`config.mk`:
```
export PLATFORM = sky130hd
export DESIGN_NAME = cp0_unit
export DESIGN_NICKNAME = d
export VERILOG_FILES = /design/src/rtl/cp0_pkg.sv /design/src/rtl/cp0_unit.sv
export SDC_FILE = /design/constraint.sdc
export NUM_CORES = 1
export LEC_CHECK = 0
export ABC_AREA = 1
export CORE_ASPECT_RATIO = 0.75
export CORE_MARGIN = 2
export CORE_UTILIZATION = 48
export CTS_BUF_LIST = sky130_fd_sc_hd__clkbuf_16
export DETAILED_ROUTE_END_ITERATION = 10
export PLACE_DENSITY = 0.88
export REMOVE_ABC_BUFFERS = 1
export SYNTH_ARGS = -nofsm -noshare
export SYNTH_HDL_FRONTEND = slang
export SYNTH_SLANG_ARGS = --single-unit
```
`constraint.sdc`:
```
create_clock -name clk -period 2.95 [get_ports clk]
set_clock_uncertainty 0.15 [all_clocks]
set_input_delay 0.59 -clock clk [delete_from_list [all_inputs] [get_ports clk]]
set_output_delay 0.59 -clock clk [all_outputs]
set_load 0.02 [all_outputs]
```
`src/rtl/cp0_pkg.sv`:
```
// Shared CP0 constants: register numbers, exception codes, field bit positions
// and the exception handler entry point.
package cp0_pkg;

   localparam logic [4:0] REG_SR    = 5'd12;
   localparam logic [4:0] REG_CAUSE = 5'd13;
   localparam logic [4:0] REG_EPC   = 5'd14;
   localparam logic [4:0] REG_PRID  = 5'd15;

   localparam logic [4:0] EXC_INT  = 5'd0;
   localparam logic [4:0] EXC_ADEL = 5'd4;
   localparam logic [4:0] EXC_ADES = 5'd5;
   localparam logic [4:0] EXC_RI   = 5'd10;
   localparam logic [4:0] EXC_OV   = 5'd12;

   localparam int SR_IM_HI     = 15;
   localparam int SR_IM_LO     = 10;
   localparam int SR_EXL       = 1;
   localparam int SR_IE        = 0;
   localparam int CAUSE_BD     = 31;
   localparam int CAUSE_IP_HI  = 15;
   localparam int CAUSE_IP_LO  = 10;
   localparam int CAUSE_EXC_HI = 6;
   localparam int CAUSE_EXC_LO = 2;

   localparam logic [31:0] HANDLER_ADDR = 32'h0000_4180;

endpackage

```
`src/rtl/cp0_unit.sv`:
```
// M-stage coprocessor-0: decides interrupt/exception entry, drives the global
// flush request and holds SR, Cause and EPC for mtc0/mfc0/eret.
module cp0_unit #(
   parameter logic [31:0] HANDLER_ADDR = cp0_pkg::HANDLER_ADDR,
   parameter logic [31:0] PRID_VALUE   = 32'h0000_0000
) (
   input  logic        clk,
   input  logic        reset,
   input  logic [4:0]  A1,
   input  logic [4:0]  A2,
   input  logic [31:0] DIn,
   input  logic        WE,
   input  logic [31:0] VPC,
   input  logic        BD_M,
   input  logic [4:0]  ExcCode_M,
   input  logic        EXLClr,
   input  logic [5:0]  HWInt,
   output logic        Req,
   output logic [31:0] DOut,
   output logic [31:0] EPCOut
);
   import cp0_pkg::*;

   logic [5:0]  sr_im_reg;
   logic        sr_exl_reg;
   logic        sr_ie_reg;
   logic        cause_bd_reg;
   logic [5:0]  cause_ip_reg;
   logic [4:0]  cause_exc_reg;
   logic [31:0] epc_reg;

   logic        int_req;
   logic        exc_req;
   logic [31:0] sr_word;
   logic [31:0] cause_word;

   assign int_req = (|(HWInt & sr_im_reg)) & sr_ie_reg & ~sr_exl_reg;
   assign exc_req = (ExcCode_M != EXC_INT) & ~sr_exl_reg;
   assign Req     = int_req | exc_req;

   assign sr_word    = {16'b0, sr_im_reg, 8'b0, sr_exl_reg, sr_ie_reg};
   assign cause_word = {cause_bd_reg, 15'b0, cause_ip_reg, 3'b0, cause_exc_reg, 2'b0};

   // Forward an in-flight mtc0 EPC so an eret in D jumps to the new value.
   assign EPCOut = (WE && A2 == REG_EPC) ? DIn : epc_reg;

   always_comb begin
      DOut = 32'h0;
      case (A1)
         REG_SR:    DOut = sr_word;
         REG_CAUSE: DOut = cause_word;
         REG_EPC:   DOut = epc_reg;
         REG_PRID:  DOut = PRID_VALUE;
         default:   DOut = 32'h0;
      endcase
   end

   always_ff @(posedge clk) begin
      if (reset) begin
         sr_im_reg     <= 6'b0;
         sr_exl_reg    <= 1'b0;
         sr_ie_reg     <= 1'b0;
         cause_bd_reg  <= 1'b0;
         cause_ip_reg  <= 6'b0;
         cause_exc_reg <= 5'b0;
         epc_reg       <= 32'h0;
      end else begin
         cause_ip_reg <= HWInt;
         if (Req) begin
            // Interrupt wins over a simultaneous synchronous exception.
            sr_exl_reg    <= 1'b1;
            cause_exc_reg <= int_req ? EXC_INT : ExcCode_M;
            cause_bd_reg  <= BD_M;
            epc_reg       <= BD_M ? (VPC - 32'd4) : VPC;
         end else begin
            if (WE && A2 == REG_SR) begin
               sr_im_reg  <= DIn[SR_IM_HI:SR_IM_LO];
               sr_exl_reg <= DIn[SR_EXL];
               sr_ie_reg  <= DIn[SR_IE];
            end
            if (WE && A2 == REG_EPC)
               epc_reg <= DIn;
            if (EXLClr)
               sr_exl_reg <= 1'b0;
         end
      end
   end

endmodule

```
==> results of run 1 <==
## final cells by class
type | instances | area, um2 | area share
multi-input combinational | 493 | 2280 | 0.392
tap | 105 | 131 | 0.0226
clock buffer | 5 | 125 | 0.0215
timing repair buffer | 198 | 1800 | 0.310
clock inverter | 3 | 17.5 | 0.00301
sequential | 52 | 1040 | 0.179
inverter | 110 | 417 | 0.0716
## power breakdown
group / total [mW] / internal, mW / switching (mW)
clock network: 0.596 / 0.314 / 0.281
registers: 0.779 / 0.757 / 0.0218
logic: 0.653 / 0.297 / 0.355
total: 2.03 / 1.37 / 0.658
## metrics by stage
step	power (mW)	util	instances	setup slack (ns)	cell area (um2)
6_report	2.03	0.741	966	0.0282	5820
5_1_grt	2.12	0.741	966	-0.0113	5820
4_1_cts	2.01	0.742	966	0.0170	5820
3_5_place_dp	1.47	0.732	958	-0.344	5750
3_3_place_gp	1.45	0.732	958	-0.253	5750
2_1_floorplan	1.09	-	655	0.279	3720
## cell families after synthesis
kind of cell,after synthesis,share of synthesized area
adder cells (fa/ha/maj),1,0.00324
AO/OA/AOI/OAI,71,0.110
multiplexers,1,0.00259
XOR/XNOR,12,0.0272
buffers and inverters,135,0.144
AND/OR/NAND/NOR,408,0.443
flip-flops,52,0.270
## critical path, cell delays in order
cell	delay (ns)
sky130_fd_sc_hd__clkdlybuf4s50_1	0.45
sky130_fd_sc_hd__nand2_1	0.09
sky130_fd_sc_hd__nor2_1	0.12
sky130_fd_sc_hd__nand3_1	0.09
sky130_fd_sc_hd__buf_4	0.19
sky130_fd_sc_hd__inv_4	0.13
sky130_fd_sc_hd__nand2_1	0.08
sky130_fd_sc_hd__o211ai_1	0.10
sky130_fd_sc_hd__clkdlybuf4s15_1	0.34
## placed cells by master, fill, tap and decap left out, types with 3 or more instances in the layout
cell type and n:
sky130_fd_sc_hd__inv_1 104, sky130_fd_sc_hd__clkdlybuf4s50_1 89, sky130_fd_sc_hd__dlygate4sd2_1 33, sky130_fd_sc_hd__a22o_1 4, sky130_fd_sc_hd__nor2_1 149, sky130_fd_sc_hd__a21oi_2 9
sky130_fd_sc_hd__nor2_2 7, sky130_fd_sc_hd__clkbuf_2 12, sky130_fd_sc_hd__nor2_4 3, sky130_fd_sc_hd__nand2_1 173, sky130_fd_sc_hd__clkbuf_16 5, sky130_fd_sc_hd__nand3b_1 5
sky130_fd_sc_hd__xor2_1 8, sky130_fd_sc_hd__o211ai_1 5, sky130_fd_sc_hd__nand4_1 9, sky130_fd_sc_hd__xnor2_1 4, sky130_fd_sc_hd__dfxtp_1 52, sky130_fd_sc_hd__inv_2 3
sky130_fd_sc_hd__nand3_1 50, sky130_fd_sc_hd__nand2_2 5, sky130_fd_sc_hd__o21ai_0 16, sky130_fd_sc_hd__buf_4 40, sky130_fd_sc_hd__o21ai_1 20, sky130_fd_sc_hd__a21oi_1 11
sky130_fd_sc_hd__clkdlybuf4s15_1 20
## what timing repair did
action	4_1_cts	5_1_grt
endpoints found under the hold margin	0	0
resized for setup	71	50
endpoints found under the setup margin	65	36
## per-layer routing
layer,routed length [um],vias to the layer above,track usage
met5,0,-,0
met1,6330,2241,0.417
li1,-,2452,-
met2,6550,221,0.568
met3,1270,24,0.0548
met4,213,0,0.0821
## path summary, 6_finish.rpt
| kind | from | to | slack (ns) | cells past startpoint |
|---|---|---|---|---|
| worst min register to register | cause_exc_reg[3] | cause_exc_reg[3] | 0.34 | 2 |
| worst min-delay path | cause_exc_reg[3] | cause_exc_reg[3] | 0.34 | 2 |
| worst max register to register | sr_im_reg[3] | epc_reg[7] | 0.78 | 11 |
| worst max-delay path | A1[3] | DOut[13] | 0.03 | 9 |
==> flow_results.org, run 1 <==
** Clock tree
- Post-CTS setup buffer count :: 0
- Buffer type at the clock tree root :: sky130_fd_sc_hd__clkbuf_16
- Clk_lat worst skew :: 0.29 ns
- After clock tree synthesis, the clock-pin slew on the worst setup and hold paths is 0.07 ns.
- Clock tree from TritonCTS :: built
- The tree built by TritonCTS fans out to 52 sinks.
- Number of H-tree levels :: 2
- Hold repair after CTS inserted 0 buffers.
- Number of buffers created by CTS :: 5
- The clock passes through at most 2 buffers.

** Route
- The routed layout has 4,938 vias.
- Remaining antenna violation count after routing :: 0
- Ratio of routed vias to standard cells :: 5.11
- The final layout contains routed wiring with a total length of 14,400 um.
- In the routed design, unresolved DRC markers number 0.
- In the final routed layout, each cell accounts on average for 14.9 um.
- Number of DRC markers in iteration 0 :: 331
- The first detailed-routing pass took 5 iterations.

** Cells and area
- The register with the most flip-flops in the layout has 32 of them.
- Fraction of layout instances using a drive strength above 1 :: 0.115
- In the final design database the tool counted 951 nets.
- Number of inserted filler cells in the final layout :: 664
- Number of diodes :: 0
- Area growth from synthesis to layout :: 50.6%

** Floorplan
- Vertical die dimension :: 81.7 um
- Die area :: 8790 um2
- For this configuration, the core starts out at a cell density of 0.492.
- Core area :: 7850 um2
- Total number of placement rows :: 28
- 155 I/O pins were placed.
- In this run the horizontal extent of the chip is 108 um.

** Global routing
- Via count of the first global-routing pass :: 4,672
- The first global-routing pass estimated 22,300 um of wire.
- All-Layer GR Usage :: 0.324
- Global routing finished with a remaining overflow of 0.
- Pin count of the biggest net entering global routing :: 50
- Antenna violations before repair :: 0

** Synth
- The share of the Yosys chip area taken by registers is 0.270.
- Number of warnings issued by yosys :: 0
- The average instance in the mapped netlist occupies 5.68 um2.
- sky130_fd_sc_hd__nand2_1 is the most common cell in the netlist.
- Synth Register Bits :: 52
- Top post-synthesis cells by count :: sky130_fd_sc_hd__nand2_1, sky130_fd_sc_hd__nor2_1, sky130_fd_sc_hd__inv_1
- Combined area of all synthesized cells :: 3860 um2
- Dominant cells by area after synthesis :: sky130_fd_sc_hd__dfxtp_1, sky130_fd_sc_hd__nand2_1, sky130_fd_sc_hd__nor2_1, sky130_fd_sc_hd__inv_1, sky130_fd_sc_hd__nand3_1
- Async set or reset register ratio after synthesis :: 0
- Among all flip-flop cells after synthesis, the most frequent one is sky130_fd_sc_hd__dfxtp_1.
- Post-synth top area share :: 0.270
- Count of flip-flops with a built-in enable after synthesis :: 0
- The number of different library cells used by synthesis comes to 36.
- Synthesized instance count :: 680
- Yosys top cell by area :: sky130_fd_sc_hd__dfxtp_1

** Worst setup path
- STA classifies the critical path endpoint as a primary output.
- Worst-path maximum fanout :: 9
- At the worst endpoint, the arrival time is 2.18 ns.
- Startpoint type of the worst setup path :: input pin
- Start-to-end type of the worst setup path :: in -> out
- STA puts the critical path data required time at 2.21 ns.

** Timing
- Relative max-transition margin :: 0.647
- After routing, the total negative slack on setup checks comes to 0 ns.
- Setup repair after global routing missed its margin :: yes
- In the finished design, the share of the clock period the worst path needs comes to 0.990.
- Worst Hold Margin :: 0.343 ns
- Final Setup Violations :: 0
- The number of hold violations in the final report was 0.
- Transition time of the tightest slew-check pin :: 0.529 ns
- After layout, the minimum clock period comes to 2.92 ns.
- Max Freq :: 342 MHz
- The number of slew-limit violations in the final report came to 0.

** Placement
- The HPWL after detailed placement is 11,300 um.
- Routability Congestion :: 0.940
- Number of input and output port buffers inserted :: 154

** Pwr
- Summed over all cells, the static leakage comes to 2.99 nW.
- The worst-case IR drop observed on VDD is 270 uV.
- In this run the power density over the cells is 349 nW/um2.

** Outcome
- Run status :: complete, no violations

** Hold path
- The tightest min-delay check is of the reg -> reg type.

** Job
- The tool flagged a number of max-cap violations equal to 0.
(Power assumes the default switching activity.)
==> inputs of run 2 (changes only) <==
--- a/config.mk
+++ b/config.mk
@@ -11,6 +11,7 @@
 export CORE_UTILIZATION = 48
 export CTS_BUF_LIST = sky130_fd_sc_hd__clkbuf_16
 export DETAILED_ROUTE_END_ITERATION = 10
+export GPL_ROUTABILITY_DRIVEN = 0
 export PLACE_DENSITY = 0.88
 export REMOVE_ABC_BUFFERS = 1
 export SYNTH_ARGS = -nofsm -noshare
==> flow_results.org, run 2 (synthesized netlist as in run 1, its figures left out) <==
** Outcome
- The flow ran to the end, and the final reports show no timing, DRC or antenna violations.

** Global routing
- The via count of the first global-routing pass came to 4,675.
- The number of antenna violations at the first check in global routing was 0.
- First-pass GRT wire length :: 21,500 um
- Global routing finished with a remaining overflow of 0.
- In the global route stage, overall resource usage came out at 0.309.
- Entering global routing, the biggest net connects 50 pins.

** Cells and area
- From synthesis to final layout, the design area changed by 48.8%.
- Commonest cells after routing, fill and taps aside :: sky130_fd_sc_hd__nand2_1, sky130_fd_sc_hd__nor2_1, sky130_fd_sc_hd__inv_1
- Once layout is complete, the cells apart from fillers number 966.
- Largest register FFs :: 32
- The library cell used most frequently in the layout, excluding fill and tap cells, is sky130_fd_sc_hd__nand2_1.
- The net count of the finished layout is 951.
- The number of antenna diodes in the final layout is 0.
- After filler insertion, the fill cell instance count of the layout stands at 668.
- Fraction of layout instances using a drive strength above 1 :: 0.145
- Design area :: 5750 um2

** Timing
- Max Freq :: 339 MHz
- The number of slew-limit violations in the final report came to 0.
- Final count of hold timing violations :: 0
- After layout, the minimum clock period comes to 2.95 ns.
- At the pin with the least slew margin, the transition time is 0.531 ns.
- Final Setup Violations :: 0
- In this run the tightest slew margin relative to its limit is 0.646.
- Ratio of final minimum period to clock period :: 0.999
- Setup repair after global routing could not meet its margin everywhere.

** Worst setup path
- Data on the critical path arrives at its endpoint at 2.21 ns.
- The number of cells on the worst reg-to-reg path is 11.
- Element type at the critical path end :: primary output
- Register-to-register setup slack :: 0.86 ns
- Start-to-end type of the worst setup path :: in -> out
- The startpoint identified for the worst register-to-register timing path is sr_im_reg[3].
- In this run the worst path has a maximum fanout of 17.
- STA classifies the critical path startpoint as an input pin.
- The worst register-to-register path ends at epc_reg[17].
- At the worst endpoint, the required time is 2.21 ns.

** Route
- Number of DRC markers in iteration 0 :: 414
- TritonRoute pass-1 iters :: 5
- Ratio of routed vias to standard cells :: 5.18
- In the routed design, unresolved DRC markers number 0.
- Per-cell routed wire length :: 14.7 um
- Total via count after detailed routing :: 5,008
- In this run the remaining antenna-violating nets after routing total 0.
- Sum of routed wire length over all layers :: 14,200 um

** Pwr
- The worst-case IR drop observed on VDD is 342 uV.
- In this run the static leakage power is 2.97 nW.
- Relative contribution of combinational cells to total power :: 0.322
- Of the total power, the clock network draws 0.294.
- Of the total power, registers draw 0.384.
- The internal power of the cells totals 1.37 mW.
- In this run the power density over the cells is 354 nW/um2.
- Share of total power consumed by net switching :: 0.325
- For this design the total switching power over the nets is 661 uW.

** Placement
- After detailed placement, the total cell area comes to 5730 um2.
- After legalization and detailed placement, the total HPWL measured 10,800 um.
- Number of input and output port buffers inserted :: 154
- Number of placed instances with taps included :: 956

** Clock tree
- Number of buffers created by CTS :: 5
- At the later pin of the worst-skew pair, clock insertion delay measures 0.29 ns.
- Count of hold buffers inserted by post-cts repair :: 0
- The clock passes through at most 2 buffers.
- TritonCTS built the clock tree.
- Clock slew seen by the registers of the worst setup and hold paths :: 0.08 ns
- Buffer type at the clock tree root :: sky130_fd_sc_hd__clkbuf_16
- Number of H-tree levels :: 2
- The tree built by TritonCTS fans out to 52 sinks.

** Hold path
- Class of the worst hold path :: reg -> reg
- Worst Hold Path EP :: cause_exc_reg[3]
- Hold Path Stages :: 2
- In this run the most critical hold path is launched from cause_exc_reg[3].

** Floorplan
- For this configuration, the core starts out at a cell density of 0.492.
- During I/O placement, the number of pins put on the boundary was 155.
- The floorplan step defined a die boundary enclosing 8790 um2.
- In this run the core area contains 28 standard-cell rows.
- After floorplanning, the core was sized to cover 7850 um2.
- Horiz. Die Dim :: 108 um
- Vertical die dimension :: 81.7 um

** Job
- Max-cap violations in this run came to 0.
-- run 2: worst max path at each step --
stage,depth (start not counted),start,end,slack (ns)
finish,7,WE,EPCOut[22],0.003
global route,9,WE,EPCOut[27],-0.006
CTS,6,A1[0],DOut[14],0.003
detailed placement,8,A1[3],DOut[5],-0.34
global placement,7,A1[0],DOut[6],-0.21
floorplan,4,A2[3],EPCOut[19],0.28
-- run 2: cell type report --
| class | instances | area [um2] | share of cell area |
|---|---|---|---|
| Inverter | 110 | 415 | 0.0723 |
| Sequential cell | 52 | 1040 | 0.181 |
| Clock inverter | 3 | 21.3 | 0.00370 |
| Clock buffer | 5 | 125 | 0.0218 |
| Multi-Input combinational cell | 493 | 2300 | 0.401 |
| Timing Repair Buffer | 198 | 1710 | 0.298 |
| Tap cell | 105 | 131 | 0.0229 |
-- run 2: timing repair --
| item | in CTS | in global routing |
|---|---|---|
| resized for setup | 78 | 86 |
| endpoints found under the setup margin | 65 | 41 |
| setup buffers | 1 | 0 |
| cloned | 0 | 1 |
-- run 2: power by group through the flow --
stage	registers [mW]	clock network, mW	logic (mW)
CTS	0.780	0.600	0.643
global placement	0.794	0	0.654
global route	0.785	0.626	0.710
floorplan	0.788	0	0.300
detailed placement	0.796	0	0.670
finish	0.780	0.597	0.655
-- run 2: layer usage --
| metal | vias to the layer above | global-route usage | wire [um] |
|---|---|---|---|
| met5 | - | 0 | 0 |
| met3 | 27 | 0.0738 | 1620 |
| li1 | 2450 | - | - |
| met4 | 0 | 0.0603 | 184 |
| met1 | 2232 | 0.386 | 5920 |
| met2 | 299 | 0.548 | 6470 |
-- run 2: worst max-delay path, stage by stage --
cell,delay [ns]
sky130_fd_sc_hd__clkdlybuf4s50_1,0.50
sky130_fd_sc_hd__nand2_2,0.08
sky130_fd_sc_hd__nor2_4,0.18
sky130_fd_sc_hd__nand2_4,0.12
sky130_fd_sc_hd__clkbuf_16,0.22
sky130_fd_sc_hd__a21oi_2,0.16
sky130_fd_sc_hd__dlygate4sd2_1,0.35
-- run 2: per-stage QoR --
step	hold slack (ns)	TNS [ns]	utilization	setup WS [ns]	total power [mW]
finish	0.341	0	0.732	0.00325	2.03
global route	0.375	-0.00608	0.732	-0.00566	2.12
CTS	0.345	0	0.744	0.00273	2.02
detailed placement	0.330	-13.37	0.730	-0.340	1.47
global placement	0.323	-9.23	0.730	-0.212	1.45
floorplan	0.306	0	-	0.279	1.09
==> inputs of run 3 (changes only) <==
--- a/config.mk
+++ b/config.mk
@@ -10,6 +10,7 @@
 export CORE_MARGIN = 2
 export CORE_UTILIZATION = 48
 export CTS_BUF_LIST = sky130_fd_sc_hd__clkbuf_16
+export CTS_CLUSTER_DIAMETER = 100
 export DETAILED_ROUTE_END_ITERATION = 10
 export GPL_ROUTABILITY_DRIVEN = 0
 export PLACE_DENSITY = 0.88
==> results of run 3 <==
Final layout, timing and power as in run 2 (identical DEF).
